**src/rtl/dfi_pkg.sv**
```systemverilog
// Shared types for the half-rate DFI initiator: FSM states, DFI command tuples, default widths.
package dfi_pkg;

  localparam int DEF_NUM_AD = 13;
  localparam int DEF_NUM_BA = 2;
  localparam int DEF_NUM_D  = 64;

  // {cs_n, ras_n, cas_n, we_n}
  typedef logic [3:0] cmd_t;
  localparam cmd_t CMD_NOP = 4'b0111;
  localparam cmd_t CMD_ACT = 4'b0011;
  localparam cmd_t CMD_RD  = 4'b0101;
  localparam cmd_t CMD_WR  = 4'b0100;
  localparam cmd_t CMD_PRE = 4'b0010;

  typedef enum logic [3:0] {
    ST_IDLE,
    ST_ACT,
    ST_WAIT_RCD,
    ST_CMD,
    ST_DATA,
    ST_WAIT_WR,
    ST_WAIT_RD,
    ST_PRE,
    ST_WAIT_RP
  } state_t;

  // Per-phase byte-mask width for a given per-phase data width.
  function automatic int mask_w(input int num_d);
    return num_d / 8;
  endfunction

endpackage

```
**src/rtl/dfi_initiator_if.sv**
```systemverilog
// Request/response port plus both DFI phases of the initiator.
// master = initiator side; slave = request source and PHY side.
interface dfi_initiator_if
  import dfi_pkg::*;
#(
  parameter int NUM_AD = DEF_NUM_AD,
  parameter int NUM_BA = DEF_NUM_BA,
  parameter int NUM_D  = DEF_NUM_D
);
  logic                  req_valid;
  logic                  req_ready;
  logic                  req_we;
  logic [NUM_BA-1:0]     req_bank;
  logic [NUM_AD-1:0]     req_row;
  logic [NUM_AD-1:0]     req_col;
  logic [2*NUM_D-1:0]    req_wdata;
  logic [NUM_D/4-1:0]    req_wmask;
  logic                  rsp_valid;
  logic [2*NUM_D-1:0]    rsp_rdata;
  logic                  rsp_err;

  logic                  dfi_cs_n_p0, dfi_ras_n_p0, dfi_cas_n_p0, dfi_we_n_p0;
  logic                  dfi_cs_n_p1, dfi_ras_n_p1, dfi_cas_n_p1, dfi_we_n_p1;
  logic [NUM_AD-1:0]     dfi_address_p0, dfi_address_p1;
  logic [NUM_BA-1:0]     dfi_bank_p0, dfi_bank_p1;
  logic                  dfi_wrdata_en_p1;
  logic [NUM_D-1:0]      dfi_wrdata_p0, dfi_wrdata_p1;
  logic [NUM_D/8-1:0]    dfi_wrdata_mask_p0, dfi_wrdata_mask_p1;
  logic                  dfi_rddata_en_p0;
  logic [NUM_D-1:0]      dfi_rddata_w0, dfi_rddata_w1;
  logic                  dfi_rddata_valid_w0, dfi_rddata_valid_w1;

  modport master (
    input  req_valid, req_we, req_bank, req_row, req_col, req_wdata, req_wmask,
    input  dfi_rddata_w0, dfi_rddata_w1, dfi_rddata_valid_w0, dfi_rddata_valid_w1,
    output req_ready, rsp_valid, rsp_rdata, rsp_err,
    output dfi_cs_n_p0, dfi_ras_n_p0, dfi_cas_n_p0, dfi_we_n_p0,
    output dfi_cs_n_p1, dfi_ras_n_p1, dfi_cas_n_p1, dfi_we_n_p1,
    output dfi_address_p0, dfi_address_p1, dfi_bank_p0, dfi_bank_p1,
    output dfi_wrdata_en_p1, dfi_wrdata_p0, dfi_wrdata_p1,
    output dfi_wrdata_mask_p0, dfi_wrdata_mask_p1, dfi_rddata_en_p0
  );

  modport slave (
    output req_valid, req_we, req_bank, req_row, req_col, req_wdata, req_wmask,
    output dfi_rddata_w0, dfi_rddata_w1, dfi_rddata_valid_w0, dfi_rddata_valid_w1,
    input  req_ready, rsp_valid, rsp_rdata, rsp_err,
    input  dfi_cs_n_p0, dfi_ras_n_p0, dfi_cas_n_p0, dfi_we_n_p0,
    input  dfi_cs_n_p1, dfi_ras_n_p1, dfi_cas_n_p1, dfi_we_n_p1,
    input  dfi_address_p0, dfi_address_p1, dfi_bank_p0, dfi_bank_p1,
    input  dfi_wrdata_en_p1, dfi_wrdata_p0, dfi_wrdata_p1,
    input  dfi_wrdata_mask_p0, dfi_wrdata_mask_p1, dfi_rddata_en_p0
  );

endinterface

```
**src/rtl/dfi_phase_drv.sv**
```systemverilog
// One DFI phase: registers command tuple, address and bank for one cycle; NOP with zero address otherwise.
// Latency 1 cycle from load; no backpressure.
module dfi_phase_drv
  import dfi_pkg::*;
#(
  parameter int NUM_AD = DEF_NUM_AD,
  parameter int NUM_BA = DEF_NUM_BA
) (
  input  logic              clk,
  input  logic              rst_n,
  input  logic              load,
  input  cmd_t              cmd,
  input  logic [NUM_AD-1:0] addr,
  input  logic [NUM_BA-1:0] bank,
  output logic              cs_n,
  output logic              ras_n,
  output logic              cas_n,
  output logic              we_n,
  output logic [NUM_AD-1:0] address,
  output logic [NUM_BA-1:0] ba
);

  always_ff @(posedge clk or negedge rst_n) begin
    if (!rst_n) begin
      {cs_n, ras_n, cas_n, we_n} <= CMD_NOP;
      address                    <= '0;
      ba                         <= '0;
    end else if (load) begin
      {cs_n, ras_n, cas_n, we_n} <= cmd;
      address                    <= addr;
      ba                         <= bank;
    end else begin
      {cs_n, ras_n, cas_n, we_n} <= CMD_NOP;
      address                    <= '0;
      ba                         <= '0;
    end
  end

endmodule

```
**src/rtl/dfi_initiator.sv**
```systemverilog
// Half-rate DFI master: one request at a time, closed-page ACT -> WRITE/READ -> PRE-all; req_ready only in IDLE.
// All outputs registered; optional read timeout when DFI_RD_TIMEOUT_EN is defined.
module dfi_initiator
  import dfi_pkg::*;
#(
  parameter int NUM_AD     = DEF_NUM_AD,
  parameter int NUM_BA     = DEF_NUM_BA,
  parameter int NUM_D      = DEF_NUM_D,
  parameter int T_RCD      = 2,
  parameter int T_WR       = 3,
  parameter int T_RP       = 2,
  parameter int RD_TIMEOUT = 15
) (
  input logic             sys_clk,
  input logic             sys_rst_n,
  dfi_initiator_if.master bus
);

  localparam int MW = mask_w(NUM_D);

  // Wait states count down from T-2 so that they last T-1 cycles.
  localparam logic [3:0] RCD_LD  = 4'(T_RCD > 1 ? T_RCD - 2 : 0);
  localparam logic [3:0] WR_LD   = 4'(T_WR  > 1 ? T_WR  - 2 : 0);
  localparam logic [3:0] RP_LD   = 4'(T_RP  > 1 ? T_RP  - 2 : 0);
  localparam logic [3:0] RD_LAST = 4'(RD_TIMEOUT - 1);

  if (T_RCD < 1 || T_WR < 1 || T_RP < 1 || RD_TIMEOUT < 1 || RD_TIMEOUT > 15 || NUM_AD < 11)
  begin : g_bad_param
    $error("dfi_initiator: parameter out of range");
  end

  state_t               state, state_nxt;
  logic [3:0]           cnt;
  logic                 we_q;
  logic [NUM_BA-1:0]    bank_q;
  logic [NUM_AD-1:0]    col_q;
  logic [2*NUM_D-1:0]   wdata_q;
  logic [2*MW-1:0]      wmask_q;
  logic                 accept, rd_hit, rd_to;

  logic                 p0_load, p1_load;
  cmd_t                 p0_cmd, p1_cmd;
  logic [NUM_AD-1:0]    p0_addr, p1_addr;
  logic [NUM_BA-1:0]    p0_bank, p1_bank;

  assign accept = bus.req_valid & bus.req_ready;
  assign rd_hit = bus.dfi_rddata_valid_w0 & bus.dfi_rddata_valid_w1;

`ifdef DFI_RD_TIMEOUT_EN
  assign rd_to = ~rd_hit & (cnt == RD_LAST);
`else
  assign rd_to = 1'b0;
`endif

  always_comb begin
    state_nxt = state;
    unique case (state)
      ST_IDLE:     if (accept) state_nxt = ST_ACT;
      ST_ACT:      state_nxt = (T_RCD > 1) ? ST_WAIT_RCD : ST_CMD;
      ST_WAIT_RCD: if (cnt == 4'd0) state_nxt = ST_CMD;
      ST_CMD:      state_nxt = ST_DATA;
      ST_DATA:     state_nxt = !we_q ? ST_WAIT_RD : ((T_WR > 1) ? ST_WAIT_WR : ST_PRE);
      ST_WAIT_WR:  if (cnt == 4'd0) state_nxt = ST_PRE;
      ST_WAIT_RD:  if (rd_hit || rd_to) state_nxt = ST_PRE;
      ST_PRE:      state_nxt = (T_RP > 1) ? ST_WAIT_RP : ST_IDLE;
      ST_WAIT_RP:  if (cnt == 4'd0) state_nxt = ST_IDLE;
      default:     state_nxt = ST_IDLE;
    endcase
  end

  // Phase commands are decoded from the state being entered so they appear with it.
  always_comb begin
    p0_load = 1'b0;
    p0_cmd  = CMD_NOP;
    p0_addr = '0;
    p0_bank = '0;
    p1_load = 1'b0;
    p1_cmd  = CMD_NOP;
    p1_addr = '0;
    p1_bank = '0;
    unique case (state_nxt)
      ST_ACT: begin
        p0_load = 1'b1;
        p0_cmd  = CMD_ACT;
        p0_addr = bus.req_row;
        p0_bank = bus.req_bank;
      end
      ST_CMD: begin
        if (we_q) begin
          p1_load = 1'b1;
          p1_cmd  = CMD_WR;
          p1_addr = col_q;
          p1_bank = bank_q;
        end else begin
          p0_load = 1'b1;
          p0_cmd  = CMD_RD;
          p0_addr = col_q;
          p0_bank = bank_q;
        end
      end
      ST_PRE: begin
        p0_load     = 1'b1;
        p0_cmd      = CMD_PRE;
        p0_addr[10] = 1'b1;
      end
      default: ;
    endcase
  end

  always_ff @(posedge sys_clk or negedge sys_rst_n) begin
    if (!sys_rst_n) begin
      state                  <= ST_IDLE;
      cnt                    <= '0;
      we_q                   <= 1'b0;
      bank_q                 <= '0;
      col_q                  <= '0;
      wdata_q                <= '0;
      wmask_q                <= '0;
      bus.req_ready          <= 1'b1;
      bus.rsp_valid          <= 1'b0;
      bus.rsp_rdata          <= '0;
      bus.rsp_err            <= 1'b0;
      bus.dfi_wrdata_en_p1   <= 1'b0;
      bus.dfi_wrdata_p0      <= '0;
      bus.dfi_wrdata_p1      <= '0;
      bus.dfi_wrdata_mask_p0 <= '0;
      bus.dfi_wrdata_mask_p1 <= '0;
      bus.dfi_rddata_en_p0   <= 1'b0;
    end else begin
      state         <= state_nxt;
      bus.req_ready <= (state_nxt == ST_IDLE);
      bus.rsp_valid <= (state_nxt == ST_PRE);
      bus.rsp_err   <= (state == ST_WAIT_RD) & rd_to;

      if (accept) begin
        we_q       <= bus.req_we;
        bank_q     <= bus.req_bank;
        col_q      <= bus.req_col;
        col_q[10]  <= 1'b0;
        wdata_q    <= bus.req_wdata;
        wmask_q    <= bus.req_wmask;
      end

      bus.dfi_rddata_en_p0 <= (state_nxt == ST_DATA) & ~we_q;
      if ((state_nxt == ST_DATA) && we_q) begin
        bus.dfi_wrdata_en_p1   <= 1'b1;
        bus.dfi_wrdata_p0      <= wdata_q[NUM_D-1:0];
        bus.dfi_wrdata_p1      <= wdata_q[2*NUM_D-1:NUM_D];
        bus.dfi_wrdata_mask_p0 <= wmask_q[MW-1:0];
        bus.dfi_wrdata_mask_p1 <= wmask_q[2*MW-1:MW];
      end else begin
        bus.dfi_wrdata_en_p1   <= 1'b0;
        bus.dfi_wrdata_p0      <= '0;
        bus.dfi_wrdata_p1      <= '0;
        bus.dfi_wrdata_mask_p0 <= '0;
        bus.dfi_wrdata_mask_p1 <= '0;
      end

      if (state == ST_WAIT_RD) begin
        if (rd_hit) bus.rsp_rdata <= {bus.dfi_rddata_w1, bus.dfi_rddata_w0};
        else if (rd_to) bus.rsp_rdata <= '0;
      end

      // Down-counter for fixed waits, up-counter for the read timeout.
      unique case (state)
        ST_ACT:                              cnt <= RCD_LD;
        ST_DATA:                             cnt <= we_q ? WR_LD : 4'd0;
        ST_PRE:                              cnt <= RP_LD;
        ST_WAIT_RCD, ST_WAIT_WR, ST_WAIT_RP: cnt <= cnt - 4'd1;
        ST_WAIT_RD:                          cnt <= cnt + 4'd1;
        default:                             cnt <= cnt;
      endcase
    end
  end

  dfi_phase_drv #(.NUM_AD(NUM_AD), .NUM_BA(NUM_BA)) u_p0 (
    .clk     (sys_clk),
    .rst_n   (sys_rst_n),
    .load    (p0_load),
    .cmd     (p0_cmd),
    .addr    (p0_addr),
    .bank    (p0_bank),
    .cs_n    (bus.dfi_cs_n_p0),
    .ras_n   (bus.dfi_ras_n_p0),
    .cas_n   (bus.dfi_cas_n_p0),
    .we_n    (bus.dfi_we_n_p0),
    .address (bus.dfi_address_p0),
    .ba      (bus.dfi_bank_p0)
  );

  dfi_phase_drv #(.NUM_AD(NUM_AD), .NUM_BA(NUM_BA)) u_p1 (
    .clk     (sys_clk),
    .rst_n   (sys_rst_n),
    .load    (p1_load),
    .cmd     (p1_cmd),
    .addr    (p1_addr),
    .bank    (p1_bank),
    .cs_n    (bus.dfi_cs_n_p1),
    .ras_n   (bus.dfi_ras_n_p1),
    .cas_n   (bus.dfi_cas_n_p1),
    .we_n    (bus.dfi_we_n_p1),
    .address (bus.dfi_address_p1),
    .ba      (bus.dfi_bank_p1)
  );

endmodule

```
**src/flat_wrapper.sv**
```systemverilog
// flat-port wrapper written by rule: the top's interface ports become plain ports
module dfi_initiator_flat import dfi_pkg::*;
#(
  parameter int NUM_AD     = DEF_NUM_AD,
  parameter int NUM_BA     = DEF_NUM_BA,
  parameter int NUM_D      = DEF_NUM_D,
  parameter int T_RCD      = 2,
  parameter int T_WR       = 3,
  parameter int T_RP       = 2,
  parameter int RD_TIMEOUT = 15
)
  (sys_clk, sys_rst_n, bus_req_valid, bus_req_we, bus_req_bank, bus_req_row, bus_req_col, bus_req_wdata, bus_req_wmask, bus_dfi_rddata_w0, bus_dfi_rddata_w1, bus_dfi_rddata_valid_w0, bus_dfi_rddata_valid_w1, bus_req_ready, bus_rsp_valid, bus_rsp_rdata, bus_rsp_err, bus_dfi_cs_n_p0, bus_dfi_ras_n_p0, bus_dfi_cas_n_p0, bus_dfi_we_n_p0, bus_dfi_cs_n_p1, bus_dfi_ras_n_p1, bus_dfi_cas_n_p1, bus_dfi_we_n_p1, bus_dfi_address_p0, bus_dfi_address_p1, bus_dfi_bank_p0, bus_dfi_bank_p1, bus_dfi_wrdata_en_p1, bus_dfi_wrdata_p0, bus_dfi_wrdata_p1, bus_dfi_wrdata_mask_p0, bus_dfi_wrdata_mask_p1, bus_dfi_rddata_en_p0);
  dfi_initiator_if #(.NUM_AD(NUM_AD), .NUM_BA(NUM_BA), .NUM_D(NUM_D)) bus_i ();
  input logic sys_clk;
  input logic sys_rst_n;
  input wire logic [$bits(bus_i.req_valid)-1:0] bus_req_valid;
  input wire logic [$bits(bus_i.req_we)-1:0] bus_req_we;
  input wire logic [$bits(bus_i.req_bank)-1:0] bus_req_bank;
  input wire logic [$bits(bus_i.req_row)-1:0] bus_req_row;
  input wire logic [$bits(bus_i.req_col)-1:0] bus_req_col;
  input wire logic [$bits(bus_i.req_wdata)-1:0] bus_req_wdata;
  input wire logic [$bits(bus_i.req_wmask)-1:0] bus_req_wmask;
  input wire logic [$bits(bus_i.dfi_rddata_w0)-1:0] bus_dfi_rddata_w0;
  input wire logic [$bits(bus_i.dfi_rddata_w1)-1:0] bus_dfi_rddata_w1;
  input wire logic [$bits(bus_i.dfi_rddata_valid_w0)-1:0] bus_dfi_rddata_valid_w0;
  input wire logic [$bits(bus_i.dfi_rddata_valid_w1)-1:0] bus_dfi_rddata_valid_w1;
  output wire logic [$bits(bus_i.req_ready)-1:0] bus_req_ready;
  output wire logic [$bits(bus_i.rsp_valid)-1:0] bus_rsp_valid;
  output wire logic [$bits(bus_i.rsp_rdata)-1:0] bus_rsp_rdata;
  output wire logic [$bits(bus_i.rsp_err)-1:0] bus_rsp_err;
  output wire logic [$bits(bus_i.dfi_cs_n_p0)-1:0] bus_dfi_cs_n_p0;
  output wire logic [$bits(bus_i.dfi_ras_n_p0)-1:0] bus_dfi_ras_n_p0;
  output wire logic [$bits(bus_i.dfi_cas_n_p0)-1:0] bus_dfi_cas_n_p0;
  output wire logic [$bits(bus_i.dfi_we_n_p0)-1:0] bus_dfi_we_n_p0;
  output wire logic [$bits(bus_i.dfi_cs_n_p1)-1:0] bus_dfi_cs_n_p1;
  output wire logic [$bits(bus_i.dfi_ras_n_p1)-1:0] bus_dfi_ras_n_p1;
  output wire logic [$bits(bus_i.dfi_cas_n_p1)-1:0] bus_dfi_cas_n_p1;
  output wire logic [$bits(bus_i.dfi_we_n_p1)-1:0] bus_dfi_we_n_p1;
  output wire logic [$bits(bus_i.dfi_address_p0)-1:0] bus_dfi_address_p0;
  output wire logic [$bits(bus_i.dfi_address_p1)-1:0] bus_dfi_address_p1;
  output wire logic [$bits(bus_i.dfi_bank_p0)-1:0] bus_dfi_bank_p0;
  output wire logic [$bits(bus_i.dfi_bank_p1)-1:0] bus_dfi_bank_p1;
  output wire logic [$bits(bus_i.dfi_wrdata_en_p1)-1:0] bus_dfi_wrdata_en_p1;
  output wire logic [$bits(bus_i.dfi_wrdata_p0)-1:0] bus_dfi_wrdata_p0;
  output wire logic [$bits(bus_i.dfi_wrdata_p1)-1:0] bus_dfi_wrdata_p1;
  output wire logic [$bits(bus_i.dfi_wrdata_mask_p0)-1:0] bus_dfi_wrdata_mask_p0;
  output wire logic [$bits(bus_i.dfi_wrdata_mask_p1)-1:0] bus_dfi_wrdata_mask_p1;
  output wire logic [$bits(bus_i.dfi_rddata_en_p0)-1:0] bus_dfi_rddata_en_p0;
  assign bus_i.req_valid = bus_req_valid;
  assign bus_i.req_we = bus_req_we;
  assign bus_i.req_bank = bus_req_bank;
  assign bus_i.req_row = bus_req_row;
  assign bus_i.req_col = bus_req_col;
  assign bus_i.req_wdata = bus_req_wdata;
  assign bus_i.req_wmask = bus_req_wmask;
  assign bus_i.dfi_rddata_w0 = bus_dfi_rddata_w0;
  assign bus_i.dfi_rddata_w1 = bus_dfi_rddata_w1;
  assign bus_i.dfi_rddata_valid_w0 = bus_dfi_rddata_valid_w0;
  assign bus_i.dfi_rddata_valid_w1 = bus_dfi_rddata_valid_w1;
  assign bus_req_ready = bus_i.req_ready;
  assign bus_rsp_valid = bus_i.rsp_valid;
  assign bus_rsp_rdata = bus_i.rsp_rdata;
  assign bus_rsp_err = bus_i.rsp_err;
  assign bus_dfi_cs_n_p0 = bus_i.dfi_cs_n_p0;
  assign bus_dfi_ras_n_p0 = bus_i.dfi_ras_n_p0;
  assign bus_dfi_cas_n_p0 = bus_i.dfi_cas_n_p0;
  assign bus_dfi_we_n_p0 = bus_i.dfi_we_n_p0;
  assign bus_dfi_cs_n_p1 = bus_i.dfi_cs_n_p1;
  assign bus_dfi_ras_n_p1 = bus_i.dfi_ras_n_p1;
  assign bus_dfi_cas_n_p1 = bus_i.dfi_cas_n_p1;
  assign bus_dfi_we_n_p1 = bus_i.dfi_we_n_p1;
  assign bus_dfi_address_p0 = bus_i.dfi_address_p0;
  assign bus_dfi_address_p1 = bus_i.dfi_address_p1;
  assign bus_dfi_bank_p0 = bus_i.dfi_bank_p0;
  assign bus_dfi_bank_p1 = bus_i.dfi_bank_p1;
  assign bus_dfi_wrdata_en_p1 = bus_i.dfi_wrdata_en_p1;
  assign bus_dfi_wrdata_p0 = bus_i.dfi_wrdata_p0;
  assign bus_dfi_wrdata_p1 = bus_i.dfi_wrdata_p1;
  assign bus_dfi_wrdata_mask_p0 = bus_i.dfi_wrdata_mask_p0;
  assign bus_dfi_wrdata_mask_p1 = bus_i.dfi_wrdata_mask_p1;
  assign bus_dfi_rddata_en_p0 = bus_i.dfi_rddata_en_p0;
  dfi_initiator #(.NUM_AD(NUM_AD), .NUM_BA(NUM_BA), .NUM_D(NUM_D), .T_RCD(T_RCD), .T_WR(T_WR), .T_RP(T_RP), .RD_TIMEOUT(RD_TIMEOUT)) u_core (.sys_clk(sys_clk), .sys_rst_n(sys_rst_n), .bus(bus_i));
endmodule
```
**config.mk**
```make
export PLATFORM = sky130hd
export DESIGN_NAME = dfi_initiator_flat
export DESIGN_NICKNAME = d
export VERILOG_FILES = /design/src/rtl/dfi_pkg.sv /design/src/rtl/dfi_initiator_if.sv /design/src/rtl/dfi_phase_drv.sv /design/src/rtl/dfi_initiator.sv /design/src/flat_wrapper.sv
export SDC_FILE = /design/constraint.sdc
export NUM_CORES = 1
export LEC_CHECK = 0
export CORE_AREA = 2 2 244 246
export DETAILED_ROUTE_END_ITERATION = 10
export DIE_AREA = 0 0 246 248
export PLACE_DENSITY_LB_ADDON = 0.25
export SYNTH_ARGS = -nofsm -noshare
export SYNTH_HDL_FRONTEND = slang
export SYNTH_HIERARCHICAL = 1
export SYNTH_SLANG_ARGS = --single-unit
```
**constraint.sdc**
```tcl
create_clock -name sys_clk -period 3.7 [get_ports sys_clk]
set_input_delay 0.74 -clock sys_clk [delete_from_list [all_inputs] [get_ports sys_clk]]
set_output_delay 0.74 -clock sys_clk [all_outputs]
set_load 0.02 [all_outputs]
```
== After elaboration in Yosys (flattened, before gate mapping) ==
Cells that the tools add are included.
Word-level totals
  register bits: 481
  input bits: 306
  output and inout bits: 315
  word-level logic and storage cells: 99
Cells by class
  add/sub/neg operators: 2
  equality and inequality tests: 12
  multiplexer cells: 44
  bitwise operators: 4
  reduce and logical (&&, ||, !) cells: 9
Operators with widths (count)
  $mux 64: 2
  $mux 13: 5
  $pmux 4 s9: 1
  $eq 4x3->1 const B: 6
  $mux 4: 6
  $pmux 10 s2: 1
  $mux 2: 8
  $mux 8: 2
  $pmux 4 s4: 1
  $mux 1: 13
  $eq 4x2->1 const B: 3
  $logic_not 4->1: 3
  $pmux 4 s3: 1
  $eq 4x1->1 const B: 2
  $pmux 2 s2: 2
  $add 4x1->4 const B: 1
  $eq 4x4->1 const B: 1
  $reduce_bool 4->1: 1
  $reduce_or 2->1: 2
  $sub 4x1->4 const B: 1
  $and 1x1->1: 3
  $pmux 1 s3: 1
  $reduce_or 3->1: 1
  $pmux 1 s2: 1
  3 further kinds: 3

== Depth between registers and ports, before layout ==
Gate-level depths: netlist (run 1).
  word-level depth: 7
  mapped depth: 9
  depth with buffers taken out: 8

== By module ==
The synthesis (run 1) kept the hierarchy.
By module, submodules not included
  dfi_initiator: instances 1, cells each 1055, area an instance 16412.0 µm², seq. area each 11086.9 µm²
  dfi_phase_drv: instances 2, cells each 39, area an instance 625.6 µm², seq. area each 479.2 µm²

== Worst setup path after synthesis (run 1) ==
Ideal clock, no wire load.
  path kind: reg-to-reg
  start point: register u_core.cnt[0]
  end point: register u_core.u_p0.address[0]
  library setup time: 0.064 ns
  arrival: 1.959 ns
  required time: 3.636 ns
  path slack: 1.677 ns
  cell stages (with the launch flop): 9
  buffers on the path: 2
  clock period less this slack: 2.023 ns
  cell sequence: dfrtp_1 > or4_4 > nand3b_4 > nor2_4 > buf_6 > inv_1 > nand2_1 > clkbuf_2 > and2_2
On the way
  word-level cells in the longest chain between the ends: 7
  elaborated cells between the ends (all ways): 12
RTL lines
  start, declared: line dfi_initiator.sv:33  | logic [3:0] cnt;
  start signal, assigned: line dfi_initiator.sv:167  | ST_DATA: cnt <= we_q ? WR_LD : 4'd0;
  start signal, assigned: line dfi_initiator.sv:169  | ST_WAIT_RCD, ST_WAIT_WR, ST_WAIT_RP: cnt <= cnt - 4'd1;
  start signal, assigned: line dfi_initiator.sv:170  | ST_WAIT_RD: cnt <= cnt + 4'd1;
  $logic_not 4->1 (*): line dfi_initiator.sv:60, dfi_initiator.sv:63, dfi_initiator.sv:66
  $mux 4, on equally long branches: line dfi_initiator.sv:66, dfi_initiator.sv:60, dfi_initiator.sv:63
  $pmux 4 s9 (*): line dfi_initiator.sv:57  | unique case (state)
  $eq 4x1->1 / $eq 4x3->1 (equally long branches): line dfi_initiator.sv:81  | unique case (state_nxt)
  $reduce_or 2->1 (no line)
  $pmux 1 s2 (*): line dfi_initiator.sv:81
  named net u_core.p0_load: line dfi_initiator.sv:41  | logic p0_load, p1_load;
  $mux 13 (*): line dfi_phase_drv.sv:28  | end else if (load) begin
  end signal, assigned: line dfi_phase_drv.sv:30  | address <= addr;
  end, declared: line dfi_phase_drv.sv:19  | output logic [NUM_AD-1:0] address,
The timed path passes the listed nets; every way through them passes the cells marked *.
A chain may end at the register's enable or synchronous reset.

== Worst setup path in the final report (run 1) ==
  start point: register u_core.state[3]
  end point: register u_core.cnt[2]
On the way
  word-level cells in the longest chain between the ends: 3
  elaborated cells between the ends (all ways): 11
RTL lines
  start, declared: line dfi_initiator.sv:32  | state_t state, state_nxt;
  start signal, assigned: line dfi_initiator.sv:130  | state <= state_nxt;
  $eq 4x2->1, or another cell as far along: line dfi_initiator.sv:165  | unique case (state)
  $reduce_or 3->1 / $reduce_or 2->1 (equally long branches)
  $pmux 4 s4 / $reduce_bool 4->1 (equally long branches)
Several ways; a longest one is shown, not always the timed one.

==> qor.yml, run 1 <==
placement:
  placed_area_um2: 24700
  hpwl_mm: 36.7
  io_buffers: 618
  gp_congestion: 0.791
  dp.cells: 2489
timing:
  setup_tns_ns: 0
  hold_viol: 0
  layout_min_cycle_time_ns: 2.60
  slew_viol_final: 0
  max_clock_freq_mhz: 385
  post-route-period-util_pct: 70.2
  rsz0062_at_grt: "no"
  maxSlewHeadroom_pct: 42.3
  setup_viol: 0
  clock_skew_ns: 0.0208
  worst_pin_slew_ns: 0.866
routing:
  wl_mm: 50.8
  dr.pass1.iters: 4
  vias: 11200
  final_antenna_net_count: 0
  drtIter0Drc: 450
  wl_per_cell_um: 19.6
  avgViaCountPerCell: 4.32
  drc: 0
setup_path:
  crit_required_ns: 4.12
  worstPathArrival_ns: 3.02
  startpoint_type: "flip-flop"
  crit_slowest_cell: "dfrtp_1"
  criticalPathCategory: "reg2reg"
  crit_buf_inv: 1
  crit_fanout: 22
  end_kind: "flip-flop"
  crit_family: "flip-flops"
  slowest_delay_ns: 0.64
  crit_chain: "and4bb_1, inv_1, fa_1, xnor2_1, nor2_1, a22o_1, a22oi_1, o21ai_0"
floorplan:
  start_util_pct: 30.2
  coreArea_um2: 58500
  fp.dieH_um: 248
  rows: 89
  dieArea_um2: 61000
  io_pins: 621
  die_w_um: 246
yosys:
  ys_types: 51
  synth_warnings: 6
  synth_most_common_cell: "dfrtp_1"
  synthCells: 1133
  ys_top_cells_by_area: "dfrtp_1 67%, mux2_2 18%, and2_1 5.7%, and2_2 1.3%, dfstp_2 1.0%"
  syn_area_um2: 17700
  synthArstFlopShare_pct: 100
  ys.flop_type: "dfrtp_1"
  synth_area_per_cell_um2: 15.6
  seq_area_frac_synth_pct: 68.2
  synth-edff-count: 0
  ys_ff_latch: 481
  yosys.area.top_type: "dfrtp_1"
  synth_common_cells: "474 x dfrtp_1, 276 x mux2_2, 161 x and2_1"
  netlist.area_leader.share_pct: 67.2
layout:
  drive_gt1_share_pct: 23.8
  fin_nets: 2079
  syn_to_final_growth_pct: 50.5
  final_util_pct: 45.5
  stdcell_count: 2590
  fin_area_um2: 26600
job:
  maxCapViolCount: 0
clock_network:
  cts_tree: "done"
  cts.htree.levels: 2
  cts.clk_slew.worst_paths_ns: 0.06
  cts_buffers: 52
  clkLatencyLatePin_ns: 0.58
  clk_path_buf_depth: 3
  cts.repair.resized: 0
  cts-root-buf: "clkbuf_16"
  cts_setup_buffers: 0
  numClockSinks: 481
  cts_hold_buffers: 0
global_route:
  grt_pass1_vias: 11800
  overflow: 0
  grt_max_degree: 146
  antenna_found_initial: 9
  track_usage_pct: 16.0
  grt_pass1_wl_mm: 73.6
outcome:
  status: "finished, final reports clean"
power:
  ir_drop_mv: 0.411
  pwr_density_cell_nw_per_um2: 736
  leakagePower_nw: 11.6
hold_path:
  hp-class: "in2async"
[metrics by stage]
step           setup slack [ns]  total power [W]  hold slack, ns
2_1_floorplan              1.68           0.0112           0.444
3_3_place_gp               1.01           0.0141           0.454
3_5_place_dp              0.988           0.0143           0.460
4_1_cts                    1.08           0.0199           0.212
5_1_grt                   0.933           0.0206           0.219
6_report                   1.10           0.0196           0.179
[final timing paths]
check | start | to | slack (ns) | cells after the start
max in group asynchronous | sys_rst_n | u_core/bus.rsp_rdata[82]$_DFFE_PN0P_ | 2.51 | 2
min in group sys_clk | u_core/wdata_q[40]$_DFFE_PN0P_ | u_core/bus.dfi_wrdata_p0[40]$_DFF_PN0_ | 0.47 | 1
setup / recovery | u_core/state[3]$_DFF_PN0_ | u_core/cnt[2]$_DFFE_PN0P_ | 1.10 | 8
setup reg to reg | u_core/state[3]$_DFF_PN0_ | u_core/cnt[2]$_DFFE_PN0P_ | 1.10 | 8
hold / removal | sys_rst_n | u_core/wdata_q[112]$_DFFE_PN0P_ | 0.18 | 1
hold reg to reg | u_core/wdata_q[40]$_DFFE_PN0P_ | u_core/bus.dfi_wrdata_p0[40]$_DFF_PN0_ | 0.47 | 1
[cell families after synthesis]
| kind of cell | share of synthesized area (%) |
|---|---|
| other | 0.0425 |
| DFF | 68.2 |
| xor gates and xnor gates | 0.0992 |
| buffers and inverters | 2.24 |
| muxes | 18.4 |
| AOI/OAI and AO/OA | 1.76 |
| and+or+nand+nor | 9.05 |
| adders and majority gates | 0.255 |
[state kept, by name (all words and copies together), names as in the netlist, 12 cells and up]
name and flops:
u_core/bus.dfi_wrdata_p0 64, u_core/bus.dfi_wrdata_p1 64, u_core/bus.rsp_rdata 128, u_core/col_q 12
u_core/u_p0/address 13, u_core/u_p1/address 13, u_core/wdata_q 128, u_core/wmask_q 16
[placed cells by master (no fill, tap or decap), types with 9 or more instances in the layout]
cell type / Yosys / routed
clkdlybuf4s50_1: 0 / 617
dfrtp_1: 474 / 474
mux2_2: 276 / 276
and2_1: 161 / 161
clkbuf_16: 0 / 53
and2_2: 30 / 30
clkbuf_8: 0 / 14
clkbuf_1: 15 / 12
nor2_1: 12 / 12
a22o_1: 12 / 12
mux2_1: 12 / 12
buf_4: 2 / 11
nand2_1: 10 / 9
buf_12: 0 / 9
[power by group]
group	internal, W	switching (W)
registers	0.00702	0.000879
clock network	0.00339	0.00211
logic	0.00333	0.00284
[area by class of cell]
cell class              instances  area (um^2)
diodes                          5         12.5
clock buffers                  79         1560
clock inverters                17          269
fillers                      5276        31900
inverters                       7         26.3
multi-input cells             590         5250
flip-flops and latches        481        12000
well taps                     773          967
repair buffers                638         6450
[routing by layer]
layer | GRT usage [%] | part of all wire [%]
met1 | 16.7 | 35
met2 | 27.3 | 50
met3 | 8.89 | 13
met4 | 5.22 | 2.4
met5 | 0 | 0.087
No activity file was read; power rests on OpenSTA's default activity.
==> run 2, diff against run 1 <==
Settings changed: CORE_AREA 2 2 244 246 to 2 2 240 242, DIE_AREA 0 0 246 248 to 0 0 242 244.
Clock period 3.7 ns to 2.6 ns, I/O delays scaled along.
==> qor.yml, run 2 (same netlist as run 1, synthesis figures left out) <==
floorplan:
  die_w_um: 242  # -1.6%
  io_pins: 621  # unchanged
  dieArea_um2: 59000  # -3.2%
  coreArea_um2: 56200  # -3.9%
  fp.dieH_um: 244  # -1.6%
  start_util_pct: 31.4  # +1.2 points
  rows: 87  # -2.2%
routing:
  drtIter0Drc: 454  # +0.89%
  wl_per_cell_um: 19.5  # -0.66%
  drc: 0  # unchanged
  wl_met3_mm: 5.40  # -15%
  dr.pass1.iters: 4  # unchanged
  m1WireLength_mm: 18.5  # +4.1%
  final_antenna_net_count: 0  # unchanged
  avgViaCountPerCell: 4.38  # +1.4%
  vias: 11400  # +1.4%
  top_layer_used: "met5"
  wl_mm: 50.5  # -0.66%
  routed-wl-met2_mm: 24.7  # -2.8%
setup_path:
  crit_family: "buffers and inverters"
  worstPathArrival_ns: 1.81  # -1.21 ns
  crit_slowest_cell: "clkdlybuf4s50_1"
  slowest_delay_ns: 0.68  # +0.04 ns
  startpoint_type: "flip-flop"
  crit_buf_inv: 1  # unchanged
  crit_fanout: 3  # -86%
  crit_chain: "clkdlybuf4s50_1"
  crit_required_ns: 2.08  # -2.04 ns
  criticalPathCategory: "reg2out"
  end_kind: "output port"
timing:
  setup_tns_ns: 0  # unchanged
  max_clock_freq_mhz: 429
  slew_viol_final: 0  # unchanged
  setup_viol: 0  # unchanged
  post-route-period-util_pct: 89.6
  layout_min_cycle_time_ns: 2.33
  hold_viol: 0  # unchanged
  layout_setup_ws_ns: 0.271  # -0.833 ns
  maxSlewHeadroom_pct: 59.6  # +17 points
  clock_skew_ns: 0.0118  # -0.00898 ns
  whs_ns: 0.417  # +0.239 ns
  rsz0062_at_grt: "no"
  worst_pin_slew_ns: 0.605  # -0.261 ns
layout:
  fin_nets: 2097  # +0.87%
  top_regs: "u_core/bus.rsp_rdata: 128 flops, u_core/wdata_q: 128 flops"
  drive_gt1_share_pct: 24.5  # +0.74 points
  final_cell_mix: "617 x clkdlybuf4s50_1, 474 x dfrtp_1, 276 x mux2_2, 161 x and2_1, 53 x clkbuf_16"
  syn_to_final_growth_pct: 51.2
  final_common_cell: "clkdlybuf4s50_1"
  fin_area_um2: 26700  # +0.48%
power:
  ir_drop_mv: 0.608  # +48%
  pwr_density_cell_nw_per_um2: 1040  # +41%
  power_w: 0.0278  # +42%
  leakagePower_nw: 11.6  # +0.84%
clock_network:
  clk_path_buf_depth: 3  # unchanged
  clkLatencyLatePin_ns: 0.57  # about the same
  cts.htree.levels: 2  # unchanged
  cts_tree: "done"
  cts-root-buf: "clkbuf_16"
  cts.clk_slew.worst_paths_ns: 0.06  # about the same
  cts_buffers: 53  # +1.9%
  cts.repair.resized: 0  # unchanged
  numClockSinks: 481  # unchanged
placement:
  placed_area_um2: 24900  # +0.60%
  io_buffers: 618  # unchanged
  hpwl_mm: 37.3  # +1.8%
  gp_congestion: 0.818  # +3.4%
  dp_slack_ns: 0.258  # -0.730 ns
outcome:
  status: "finished, final reports clean"
hold_path:
  hp-class: "in2async"
job:
  maxCapViolCount: 0  # unchanged
global_route:
  track_usage_pct: 16.9  # +0.87 points
  grt_pass1_wl_mm: 76.1  # +3.5%
  overflow: 0  # unchanged
  grt_pass1_vias: 12200  # +3.4%
  grt_max_degree: 92  # -37%
  antenna_found_initial: 15  # +6
==> run 2: cell types whose count changed in the layout (fill, tap and decap cells not counted), sizes merged <==
cell | previous run | this run
diode | 5 | 7
bufinv | 7 | 5
clkbuf | 79 | 78
clkinv | 7 | 8
buf | 21 | 37
inv | 8 | 10
clkinvlp | 2 | 0
dlygate4sd3 | 0 | 1
==> run 2: timing repair <==
| item | 4_1_cts | 5_1_grt |
|---|---|---|
| endpoints found under the hold margin | 18 | 0 |
| setup buffers | 0 | 0 |
| hold buffers | 1 | 0 |
==> run 2: worst paths after layout <==
check	startpoint	end	slack, ns	depth (start not counted)
worst min register to register	u_core/wdata_q[34]$_DFFE_PN0P_	u_core/bus.dfi_wrdata_p0[34]$_DFF_PN0_	0.47	1
worst min-delay path	sys_rst_n	u_core/wdata_q[75]$_DFFE_PN0P_	0.42	2
min in group sys_clk	u_core/wdata_q[34]$_DFFE_PN0P_	u_core/bus.dfi_wrdata_p0[34]$_DFF_PN0_	0.47	1
max in group asynchronous	sys_rst_n	u_core/bus.rsp_rdata[13]$_DFFE_PN0P_	1.32	3
worst max register to register	u_core/cnt[1]$_DFFE_PN0P_	u_core/u_p0/ba[0]$_DFF_PN0_	0.38	7
worst max-delay path	u_core/bus.req_ready$_DFF_PN1_	bus_req_ready	0.27	1
==> run 2: final cells by class <==
class / count / area (um^2)
inverter: 7 / 26.3
tap: 756 / 946
fill: 5021 / 29500
clock buffer: 78 / 1580
timing repair buffer: 655 / 6630
antenna: 7 / 17.5
multi-input combinational: 590 / 5250
sequential: 481 / 12000
clock inverter: 16 / 216
==> run 2: power breakdown <==
part           switching [W]  total, W  internal [W]  leakage, nW
logic                0.00412   0.00895       0.00483         4.65
clock network        0.00300   0.00768       0.00468        0.894
registers            0.00114    0.0111       0.00999         6.11
total                0.00826    0.0278        0.0195         11.6
==> run 2: metal layers <==
layer | vias to the layer above | global-route usage, %
met5 | - | 0
li1 | 5140 | -
met2 | 426 | 28.3
met3 | 107 | 8.34
met4 | 16 | 6.75
met1 | 5661 | 18.3
==> run 2: through the flow <==
stage               utilization (%)  instances
floorplan                         -       1136
global placement               44.3       2488
detailed placement             44.3       2488
CTS                            47.5       2583
global route                   47.5       2588
finish                         47.6       2590
==> run 3, diff against run 2 <==
Settings changed: CORE_AREA 2 2 240 242 to 2 2 244 246, DIE_AREA 0 0 242 244 to 0 0 246 248.
Clock period 2.6 ns to 2.1 ns, I/O delays scaled along.
==> qor.yml, run 3 (same netlist as run 1, synthesis figures left out) <==
outcome:
  status: "finished, final reports clean"
power:
  leakagePower_nw: 11.8  # +1.5%
  ir_drop_mv: 0.699  # +15%
  pwr_density_cell_nw_per_um2: 1270  # +22%
layout:
  top_regs: "u_core/bus.rsp_rdata: 128 flops, u_core/wdata_q: 128 flops"
  syn_to_final_growth_pct: 52.6
  final_common_cell: "clkdlybuf4s50_1"
  fin_nets: 2122  # +1.2%
  drive_gt1_share_pct: 25.8  # +1.3 points
  final_cell_mix: "588 x clkdlybuf4s50_1, 474 x dfrtp_1, 276 x mux2_2, 161 x and2_1, 53 x clkbuf_16"
setup_path:
  regToRegSetupSlack_ns: 0.08  # -0.30 ns
  crit_family: "buffers and inverters"
  crit_chain: "clkdlybuf4s50_1"
  endpoint: "bus_rsp_rdata[93]"
  startpoint_type: "flip-flop"
  r2r_start: "u_core/cnt[3]$_DFFE_PN0P_"
  crit_required_ns: 1.68  # -0.40 ns
  startpoint: "u_core/bus.rsp_rdata[93]$_DFFE_PN0P_"
  end_kind: "output port"
  crit_slowest_cell: "clkdlybuf4s50_1"
  worstPathArrival_ns: 1.61  # -0.20 ns
  reg2regPathDepth: 7  # unchanged
  r2r_end: "u_core/u_p0/cas_n$_DFF_PN1_"
  slowest_delay_ns: 0.69  # about the same
  crit_fanout: 2  # -1
  criticalPathCategory: "reg2out"
  crit_buf_inv: 1  # unchanged
  crit_cells: 1  # unchanged
floorplan:
  fp.dieH_um: 248  # +1.6%
  die_w_um: 246  # +1.7%
  coreArea_um2: 58500  # +4.1%
  rows: 89  # +2.3%
  dieArea_um2: 61000  # +3.3%
  io_pins: 621  # unchanged
  start_util_pct: 30.2  # -1.2 points
clock_network:
  cts_buffers: 52  # -1.9%
  numClockSinks: 481  # unchanged
  clkLatencyLatePin_ns: 0.59  # +0.02 ns
  cts.htree.levels: 2  # unchanged
  cts_tree: "done"
  cts-root-buf: "clkbuf_16"
  cts.clk_slew.worst_paths_ns: 0.06  # about the same
  clk_path_buf_depth: 3  # unchanged
global_route:
  grt_pass1_vias: 11900  # -2.3%
  antenna_found_initial: 14  # -1
  overflow: 0  # unchanged
  grt_pass1_wl_mm: 74.6  # -2.0%
  grt_max_degree: 88  # -4.3%
  track_usage_pct: 16.3  # -0.65 points
routing:
  wl_per_cell_um: 19.4  # -0.50%
  wl_mm: 51.0  # +1.1%
  dr.pass1.iters: 4  # unchanged
  drc: 0  # unchanged
  avgViaCountPerCell: 4.31  # -1.7%
  drtIter0Drc: 353  # -22%
  final_antenna_net_count: 0  # unchanged
  vias: 11300  # -0.18%
timing:
  setup_viol: 0  # unchanged
  max_clock_freq_mhz: 492
  slew_viol_final: 0  # unchanged
  worst_pin_slew_ns: 0.520  # -0.0856 ns
  layout_min_cycle_time_ns: 2.03
  layout_setup_ws_ns: 0.0665  # -0.204 ns
  clock_skew_ns: 0.0129  # +0.00110 ns
  hold_viol: 0  # unchanged
  setup_tns_ns: 0  # unchanged
  post-route-period-util_pct: 96.8
  maxSlewHeadroom_pct: 65.5  # +5.9 points
  rsz0062_at_grt: "no"
  whs_ns: 0.305  # -0.112 ns
placement:
  gp_congestion: 0.797  # -2.5%
  dp_slack_ns: 0.00995  # -0.248 ns
  hpwl_mm: 38.3  # +2.5%
  io_buffers: 618  # unchanged
job:
  maxCapViolCount: 0  # unchanged
hold_path:
  hp-class: "in2async"
## run 3: worst min path at each step
stage,startpoint,endpoint,depth (start not counted)
global placement,sys_rst_n,u_core/wdata_q[109]$_DFFE_PN0P_,1
detailed placement,sys_rst_n,u_core/bus.dfi_wrdata_p1[45]$_DFF_PN0_,1
finish,sys_rst_n,u_core/bus.dfi_wrdata_p1[45]$_DFF_PN0_,2
global route,sys_rst_n,u_core/bus.dfi_wrdata_p1[45]$_DFF_PN0_,2
floorplan,sys_rst_n,u_core/bank_q[0]$_DFFE_PN0P_,0
CTS,sys_rst_n,u_core/bus.dfi_wrdata_p1[45]$_DFF_PN0_,2
## run 3: report_power, final
| group | switching [W] | leakage, nW | internal [W] |
|---|---|---|---|
| sequential | 0.00145 | 6.11 | 0.0124 |
| combinational | 0.00523 | 4.86 | 0.00608 |
| clock | 0.00367 | 0.852 | 0.00540 |
## run 3: layer usage
metal	share of wire [%]	GRT usage, %	vias up
li1	-	-	5192
met1	36	17.4	5625
met2	50	27.6	411
met3	11	8.34	86
met4	2.5	5.35	16
met5	0.19	0	-
## run 3: metrics by stage
| stage | util [%] | instances | area, um^2 | total power (W) |
|---|---|---|---|---|
| floorplan | - | 1136 | 17700 | 0.0198 |
| global placement | 43.1 | 2530 | 25200 | 0.0252 |
| detailed placement | 43.1 | 2530 | 25200 | 0.0256 |
| CTS | 46.0 | 2625 | 26900 | 0.0347 |
| global route | 46.1 | 2627 | 26900 | 0.0361 |
| finish | 46.1 | 2631 | 27000 | 0.0342 |
## run 3: layout make-up
type,count,area (um^2)
clock inverters,15,146
inverters,7,26.3
flip-flops and latches,481,12000
repair buffers,681,6920
well taps,773,967
multi-input cells,590,5270
fillers,5218,31500
diodes,5,12.5
clock buffers,79,1570
## run 3: worst register-to-register path: cells and delay by family, from the launching register on
family	cells	cell delay [ns]
buffers and inverters	1	0.16
and+or+nand+nor	5	1.23
DFF	1	0.42
AOI/OAI and AO/OA	1	0.14
## run 3: repair_timing
| item | in CTS | in global routing |
|---|---|---|
| pin swaps | 2 | 2 |
| cloned | 0 | 0 |
| buffers inserted | 0 | 1 |
| setup endpoints to repair | 29 | 7 |
| hold buffers | 1 | 0 |
| endpoints found under the hold margin | 29 | 0 |
| resized for setup | 30 | 5 |
